**src/rtl/mips_pkg.sv**
```systemverilog
// Shared encodings for the multicycle MIPS control FSM: opcodes, states,
// ALU operation and datapath mux select values.
package mips_pkg;

  // Instruction opcodes (IR[31:26])
  localparam logic [5:0] OPC_RTYPE = 6'b000000;
  localparam logic [5:0] OPC_LW    = 6'b100011;
  localparam logic [5:0] OPC_SW    = 6'b101011;
  localparam logic [5:0] OPC_BEQ   = 6'b000100;
  localparam logic [5:0] OPC_ADDI  = 6'b001000;
  localparam logic [5:0] OPC_J     = 6'b000010;

  // Controller states; the encoding is visible on state_o for debug
  typedef enum logic [3:0] {
    ST_FETCH   = 4'd0,
    ST_DECODE  = 4'd1,
    ST_MEMADR  = 4'd2,
    ST_MEMRD   = 4'd3,
    ST_MEMWB   = 4'd4,
    ST_MEMWR   = 4'd5,
    ST_REX     = 4'd6,
    ST_RWB     = 4'd7,
    ST_BEQ     = 4'd8,
    ST_ADDIEX  = 4'd9,
    ST_ADDIWB  = 4'd10,
    ST_JUMP    = 4'd11,
    ST_TRAP    = 4'd12
  } state_t;

  // ALU operation select
  localparam logic [1:0] ALU_ADD   = 2'b00;
  localparam logic [1:0] ALU_SUB   = 2'b01;
  localparam logic [1:0] ALU_FUNCT = 2'b10;

  // ALU B operand select
  localparam logic [1:0] SRCB_REGB = 2'b00;
  localparam logic [1:0] SRCB_FOUR = 2'b01;
  localparam logic [1:0] SRCB_IMM  = 2'b10;
  localparam logic [1:0] SRCB_BR   = 2'b11;

  // PC source select
  localparam logic [1:0] PCSRC_ALU    = 2'b00;
  localparam logic [1:0] PCSRC_ALUOUT = 2'b01;
  localparam logic [1:0] PCSRC_JUMP   = 2'b10;

  // States that wait on the memory handshake and run the timeout counter
  function automatic logic is_wait_state(input state_t s);
    return (s == ST_FETCH) || (s == ST_MEMRD) || (s == ST_MEMWR);
  endfunction

endpackage

```
**src/rtl/mc_ctrl_fsm.sv**
```systemverilog
// Multicycle MIPS control FSM with memory-ready handshake, wait timeout,
// illegal-opcode trap and a retired-instruction counter. Control outputs
// are decoded combinationally from the registered state.
module mc_ctrl_fsm
  import mips_pkg::*;
#(
  parameter int unsigned TO_W    = 4,
  parameter int unsigned CNT_W   = 32,
  parameter bit          EN_ADDI = 1'b1,
  parameter bit          EN_J    = 1'b1
) (
  input  logic             clk,
  input  logic             reset,
  input  logic [5:0]       opcode,
  input  logic             zero,
  input  logic             mem_ready,
  output logic             ir_write,
  output logic             pc_write,
  output logic [1:0]       pc_src,
  output logic             alu_srca,
  output logic [1:0]       alu_srcb,
  output logic [1:0]       alu_op,
  output logic             iord,
  output logic             mem_read,
  output logic             mem_write,
  output logic             reg_write,
  output logic             reg_dst,
  output logic             mem_to_reg,
  output logic [3:0]       state_o,
  output logic [CNT_W-1:0] retired,
  output logic             exc_illegal,
  output logic             exc_timeout
);

  state_t            r_state;
  state_t            w_state_next;
  logic [TO_W-1:0]   r_wait_cnt;
  logic [TO_W-1:0]   w_wait_cnt_next;
  logic [CNT_W-1:0]  r_retired;
  logic              r_exc_illegal;
  logic              r_exc_timeout;
  logic              w_set_illegal;
  logic              w_set_timeout;
  logic              w_retire;
  logic              w_is_wait;
  logic              w_timeout;
  logic              w_mem_write;
  logic              w_reg_write;

  // A wait state times out when the counter is saturated and memory is still
  // not ready; a ready on that same cycle takes priority.
  assign w_is_wait = is_wait_state(r_state);
  assign w_timeout = w_is_wait && !mem_ready && (&r_wait_cnt);

  // Wait counter counts consecutive not-ready cycles and clears otherwise
  assign w_wait_cnt_next = (w_is_wait && !mem_ready && !w_timeout)
                           ? r_wait_cnt + 1'b1 : '0;

  // State register and the counters/sticky flags that follow it
  always_ff @(posedge clk) begin
    if (reset) begin
      r_state       <= ST_FETCH;
      r_wait_cnt    <= '0;
      r_retired     <= '0;
      r_exc_illegal <= 1'b0;
      r_exc_timeout <= 1'b0;
    end else begin
      r_state    <= w_state_next;
      r_wait_cnt <= w_wait_cnt_next;
      if (w_retire)      r_retired     <= r_retired + 1'b1;
      if (w_set_illegal) r_exc_illegal <= 1'b1;
      if (w_set_timeout) r_exc_timeout <= 1'b1;
    end
  end

  // Next-state selection and Moore control decode, all defaults first
  always_comb begin
    w_state_next  = r_state;
    w_set_illegal = 1'b0;
    w_set_timeout = 1'b0;
    w_retire      = 1'b0;
    ir_write      = 1'b0;
    pc_write      = 1'b0;
    pc_src        = PCSRC_ALU;
    alu_srca      = 1'b0;
    alu_srcb      = SRCB_REGB;
    alu_op        = ALU_ADD;
    iord          = 1'b0;
    mem_read      = 1'b0;
    w_mem_write   = 1'b0;
    w_reg_write   = 1'b0;
    reg_dst       = 1'b0;
    mem_to_reg    = 1'b0;

    case (r_state)
      ST_FETCH: begin
        mem_read = 1'b1;
        alu_srcb = SRCB_FOUR;
        ir_write = mem_ready;
        pc_write = mem_ready;
        if (w_timeout) begin
          w_state_next  = ST_TRAP;
          w_set_timeout = 1'b1;
        end else if (mem_ready) begin
          w_state_next = ST_DECODE;
        end
      end
      ST_DECODE: begin
        // Branch target is computed here, before the opcode is known
        alu_srcb = SRCB_BR;
        case (opcode)
          OPC_LW, OPC_SW: w_state_next = ST_MEMADR;
          OPC_RTYPE:      w_state_next = ST_REX;
          OPC_BEQ:        w_state_next = ST_BEQ;
          OPC_ADDI: begin
            if (EN_ADDI) begin
              w_state_next = ST_ADDIEX;
            end else begin
              w_state_next  = ST_TRAP;
              w_set_illegal = 1'b1;
            end
          end
          OPC_J: begin
            if (EN_J) begin
              w_state_next = ST_JUMP;
            end else begin
              w_state_next  = ST_TRAP;
              w_set_illegal = 1'b1;
            end
          end
          default: begin
            w_state_next  = ST_TRAP;
            w_set_illegal = 1'b1;
          end
        endcase
      end
      ST_MEMADR: begin
        alu_srca     = 1'b1;
        alu_srcb     = SRCB_IMM;
        w_state_next = (opcode == OPC_LW) ? ST_MEMRD : ST_MEMWR;
      end
      ST_MEMRD: begin
        mem_read = 1'b1;
        iord     = 1'b1;
        if (w_timeout) begin
          w_state_next  = ST_TRAP;
          w_set_timeout = 1'b1;
        end else if (mem_ready) begin
          w_state_next = ST_MEMWB;
        end
      end
      ST_MEMWB: begin
        w_reg_write  = 1'b1;
        mem_to_reg   = 1'b1;
        w_state_next = ST_FETCH;
        w_retire     = 1'b1;
      end
      ST_MEMWR: begin
        w_mem_write = 1'b1;
        iord        = 1'b1;
        if (w_timeout) begin
          w_state_next  = ST_TRAP;
          w_set_timeout = 1'b1;
        end else if (mem_ready) begin
          w_state_next = ST_FETCH;
          w_retire     = 1'b1;
        end
      end
      ST_REX: begin
        alu_srca     = 1'b1;
        alu_op       = ALU_FUNCT;
        w_state_next = ST_RWB;
      end
      ST_RWB: begin
        w_reg_write  = 1'b1;
        reg_dst      = 1'b1;
        w_state_next = ST_FETCH;
        w_retire     = 1'b1;
      end
      ST_BEQ: begin
        alu_srca     = 1'b1;
        alu_op       = ALU_SUB;
        pc_src       = PCSRC_ALUOUT;
        pc_write     = zero;
        w_state_next = ST_FETCH;
        w_retire     = 1'b1;
      end
      ST_ADDIEX: begin
        alu_srca     = 1'b1;
        alu_srcb     = SRCB_IMM;
        w_state_next = ST_ADDIWB;
      end
      ST_ADDIWB: begin
        w_reg_write  = 1'b1;
        w_state_next = ST_FETCH;
        w_retire     = 1'b1;
      end
      ST_JUMP: begin
        pc_src       = PCSRC_JUMP;
        pc_write     = 1'b1;
        w_state_next = ST_FETCH;
        w_retire     = 1'b1;
      end
      ST_TRAP: begin
        w_state_next = ST_TRAP;
      end
      default: begin
        w_state_next = ST_FETCH;
      end
    endcase
  end

  // Architectural writes are blocked as soon as reset rises, so an aborted
  // instruction cannot commit during the cycle before the reset edge.
  assign mem_write = w_mem_write & ~reset;
  assign reg_write = w_reg_write & ~reset;

  assign state_o     = r_state;
  assign retired     = r_retired;
  assign exc_illegal = r_exc_illegal;
  assign exc_timeout = r_exc_timeout;

endmodule

```
**config.mk**
```make
export PLATFORM = sky130hd
export DESIGN_NAME = mc_ctrl_fsm
export DESIGN_NICKNAME = d
export VERILOG_FILES = /design/src/rtl/mips_pkg.sv /design/src/rtl/mc_ctrl_fsm.sv
export SDC_FILE = /design/constraint.sdc
export NUM_CORES = 1
export LEC_CHECK = 0
export BUFFER_PORTS_ARGS = -buffer_cell sky130_fd_sc_hd__buf_2
export CORE_MARGIN = 3
export CORE_UTILIZATION = 35
export DETAILED_ROUTE_END_ITERATION = 8
export PLACE_DENSITY = 0.57
export SLEW_MARGIN = 20
export SYNTH_ARGS = -nofsm -noshare
export SYNTH_HDL_FRONTEND = slang
export SYNTH_SLANG_ARGS = --single-unit
```
**constraint.sdc**
```tcl
create_clock -name clk -period 5.6 [get_ports clk]
set_input_delay 0.56 -clock clk [delete_from_list [all_inputs] [get_ports clk]]
set_output_delay 0.56 -clock clk [all_outputs]
set_load 0.02 [all_outputs]
```
## After elaboration in Yosys (flattened, before gate mapping)

Index checks and enable logic that the tools add are counted.

- Flip-flop bits (word level): 42
- Output and inout bits: 53
- Bits of input ports: 10
- Word-level logic and storage cells: 80

- Bitwise logic cells: 4
- Multiplexer cells: 28
- Add/subtract/negate cells: 2
- Equality and inequality tests: 20
- Reduce and logical (&&, ||, !) cells: 21

Operator list:

| cell | number |
|---|---|
| $add 32x1->32 const B | 1 |
| $pmux 4 s8 | 1 |
| $mux 4 | 6 |
| $eq 4x4->1 const B | 5 |
| $pmux 4 s5 | 1 |
| $eq 4x3->1 const B | 4 |
| $mux 1 | 14 |
| $eq 6x6->1 const B | 2 |
| $reduce_or 2->1 | 5 |
| $ne 3x3->1 const B | 3 |
| $eq 4x2->1 const B | 2 |
| $pmux 2 s2 | 2 |
| $eq 6x2->1 const B | 1 |
| $eq 6x3->1 const B | 1 |
| $eq 6x4->1 const B | 1 |
| $logic_not 6->1 | 1 |
| $pmux 2 s3 | 1 |
| $reduce_or 3->1 | 2 |
| $reduce_or 6->1 | 1 |
| $reduce_or 5->1 | 1 |
| $add 4x1->4 const B | 1 |
| $eq 4x1->1 const B | 1 |
| $logic_not 4->1 | 1 |
| $reduce_and 4->1 | 1 |
| other kinds (10) | 16 |

## Longest topological paths before layout

- Depth after elaboration: 9
- Depth in mapped cells: 8
- Depth with buffers taken out: 6

## Worst setup path after synthesis

No wires, ideal clock.

- Path type: register to output
- Start: reg r_state[0], in the netlist state_o[0]
- End: out pc_write
- Data required time: 5.040 ns
- Path buffers: 2
- Slack: 3.367 ns
- Cell stages (with the launch flop): 5
- Arrival: 1.673 ns
- Path through: dfxtp_1 -> buf_2 -> clkbuf_1 -> nor3_1 -> a211o_1

- Word-level cells in the longest chain between the ends: 2
- Elaborated cells on any way between the ends: 4
- Those cells by class: eq/ne: 2; mux: 1; reduce/logical: 1

Ends and longest elaborated chain:

| item | line | text |
|---|---|---|
| from (decl) | mc_ctrl_fsm.sv:35 | `state_t r_state;` |
| from (signal assigned) | mc_ctrl_fsm.sv:68 | `r_state <= w_state_next;` |
| $eq 4x4->1 / $logic_not 4->1 (equally long branches) | mc_ctrl_fsm.sv:95 | `case (r_state)` |
| $pmux 1 s3 * | mc_ctrl_fsm.sv:95 |  |
| to (decl) | mc_ctrl_fsm.sv:18 | `output logic pc_write,` |

Every way passes the cells marked *; elsewhere a longest branch is shown, timed or not.

## Worst setup path after layout

- Start: reg r_state[2], in the netlist state_o[2]
- End: out reg_write

- Word-level cells in the longest chain between the ends: 4
- Elaborated cells on any way between the ends: 6
- Those cells by class: eq/ne: 3; mux: 1; bitwise: 1; reduce/logical: 1

Ends and longest elaborated chain:

| item | line | text |
|---|---|---|
| $eq 4x4->1 / $eq 4x3->1 (equally long branches) | mc_ctrl_fsm.sv:95 |  |
| $reduce_or 3->1 (no source line) * | -- |  |
| $mux 1 * | mc_ctrl_fsm.sv:95 |  |
| $and 1x1->1 * | mc_ctrl_fsm.sv:216 | `assign reg_write = w_reg_write & ~reset;` |
| to (decl) | mc_ctrl_fsm.sv:26 | `output logic reg_write,` |

Marks and branches as above.

==> results.cfg <==
[setup_path]
path_cells = or2b_4, nor3_1, nor2_1, nor2_1, buf_2
crit_path_max_fanout = 21
cp-startpoint = state_o[2]
r2r-start = state_o[2]
cp-end-kind = primary output
crit_family = simple AND/OR/NAND/NOR gates
rrSetupSlack_ns = 3.01
crit_path_top_delay_cell = dfxtp_1
timing.critical_path.mode_cell = nor2_1
reg2reg_to = retired[20]
startpoint_type = flip-flop
crit_required_ns = 5.04
rr_worst_depth = 5
cp_data_arrival_time_ns = 2.15
cp_num_buf_inv = 1
slowest_delay_ns = 0.72
crit_cells = 5
critPathCapture = reg_write
worstSetupPathType = flip-flop to primary output

[global_routing]
grt_pass1_wl_um = 9880
grt_overflow = 0
grt_start_max_net_pins = 40
antenna_found_initial = 0
track_usage = 0.155
grt_pass1_vias = 2084

[worst_hold_path]
worstHoldStart = r_wait_cnt[0]
min_path_type = flip-flop to flip-flop

[cells_and_area]
area_delta_synth_final_pct = 17.0
drive_gt1_frac = 0.257
mostFrequentLayoutCells = buf_2, dfxtp_1, nor2_1
layout.nets = 361
antenna_cells = 0
fin_cells = 427
final_common_cell = buf_2

[power]
cellLeakagePower_uw = 0.00114
p_total_uw = 922
p_sw_uw = 354
comb_power_share = 0.349
power.share.clock = 0.259
irDropWorstVdd_mv = 0.187
switching_share = 0.384
powerDensity_mw_per_mm2 = 326
seq_power_share = 0.393
internal_power_uw = 568

[sta]
worst_pin_slew_ns = 0.762
min_period_ns = 2.71
fmax_ghz = 0.369
report.final.slew_viol_count = 0
worst_clock_skew_ns = 0.00690
relSlewSlack = 0.492
fin_crit_sh = 0.484
fin_setup_tns_ns = 0
hold_violations = 0
setup_viol = 0
timing.hold.ws_ns = 0.449
rsz0062_at_grt = false

[die]
die_w_um = 89.1
core_area_mm2 = 0.00653
pin_count = 63
placementRows = 29
dieHeight_um = 89.1
die_area_mm2 = 0.00793
initial_core_util = 0.370

[cts]
cts_tree = yes
h-tree-depth = 2
cts.path.max_buffers = 2
ctsResizeCount = 0
clockRootBuffer = clkbuf_8
clk_pin_slew_ns = 0.08
postCtsSetupBuffers = 0
cts_hold_buf = 0
cts_buffers = 5
worstSkewPairLatency_ns = 0.30
cts.sinks = 42

[drt]
drc = 0
ant_nets = 0
num_vias = 2349
drtIter0Drc = 109
viasPerCell = 5.50
wl_per_cell_um = 13.7
dr.pass1.iters = 4
finalWirelength_um = 5850

[logic_synthesis]
syn_area_mm2 = 0.00241
synthCells = 297
synth.avg_cell_area_um2 = 8.13
ys_seq_elements = 42
seq_area_frac_synth = 0.348
yosysWarnings = 0
synth_edf_count = 0
syn_nets = 309
synthArstFlopShare = 0
synth_ff_type = dfxtp_1
yosysUniqueCellTypes = 59

[outcome]
status = finished, final reports clean

[placement]
dpl.cell_count = 419
portBuffers = 62
dp_hpwl_um = 4140
routabilityCongestion = 0.883

[flow_run]
cap_viol_max_count = 0
-- cells in the mapped netlist, drive strengths merged (2+ instances only) --
| cell | instances | area share |
|---|---|---|
| buf | 7 | 0.020 |
| and3 | 10 | 0.027 |
| nor2b | 3 | 0.0078 |
| and4 | 3 | 0.012 |
| o22ai | 3 | 0.013 |
| o21ai | 15 | 0.031 |
| ha | 2 | 0.010 |
| and2 | 4 | 0.010 |
| or3b | 2 | 0.0073 |
| nand4 | 15 | 0.045 |
| inv | 6 | 0.0093 |
| or3 | 16 | 0.044 |
| xnor2 | 5 | 0.018 |
| nor3 | 9 | 0.019 |
| nand3 | 18 | 0.041 |
| or4 | 5 | 0.016 |
| nand2 | 23 | 0.036 |
| nor4 | 3 | 0.017 |
| xor2 | 15 | 0.054 |
| o31ai | 3 | 0.0093 |
| a21oi | 22 | 0.046 |
| nand2b | 3 | 0.011 |
| nor2 | 34 | 0.053 |
| dfxtp | 42 | 0.35 |
| clkbuf | 9 | 0.020 |
-- through the flow --
step                      utilization  area (um2)  worst slack [ns]
after floorplan                     -        2410              3.37
after global placement          0.416        2720              3.12
after detailed placement        0.416        2720              3.05
after CTS                       0.433        2830              2.89
after global routing            0.433        2830              2.65
final                           0.433        2830              2.89
-- registers in the layout, summed over array words and instances (netlist names) --
register	cells
exc_illegal	1
r_wait_cnt	4
exc_timeout	1
state_o	4
retired	32
-- worst min-delay path by stage --
stage	endpoint	cells past startpoint	slack (ns)
6_report	r_wait_cnt[0]	1	0.45
5_1_grt	r_wait_cnt[0]	1	0.48
4_1_cts	r_wait_cnt[0]	1	0.45
3_5_place_dp	r_wait_cnt[0]	1	0.44
3_3_place_gp	r_wait_cnt[0]	1	0.43
2_1_floorplan	r_wait_cnt[0]	1	0.42
-- kinds of logic (layout without fill, tap and decap cells) --
kind of cell	Yosys count	count (layout)	synth area share
simple gates	154	154	0.367
compound gates	55	55	0.144
flops	42	42	0.348
buf+inv	23	76	0.0534
xor+xnor	20	20	0.0725
fa+ha+maj	3	3	0.0145
-- metal layers --
metal / track usage / wire (um)
met5: 0 / 0
met4: 0.0460 / 40
met3: 0.0369 / 382
met2: 0.237 / 2480
met1: 0.218 / 2950
-- area by class of cell --
type / instances / area (um2)
clock buffer: 6 / 72.6
clock inverter: 2 / 37.5
fill: 682 / 3710
inverter: 6 / 22.5
multi-input combinational: 232 / 1450
sequential: 42 / 841
tap: 77 / 96.3
timing repair buffer: 62 / 310
-- power by group through the flow --
stage	clock (uW)	combinational, uW	sequential (uW)
6_report	238	322	362
5_1_grt	262	354	369
4_1_cts	248	324	362
3_5_place_dp	0	322	368
3_3_place_gp	0	324	369
2_1_floorplan	0	263	350
Power figures use the tool's default switching activity.
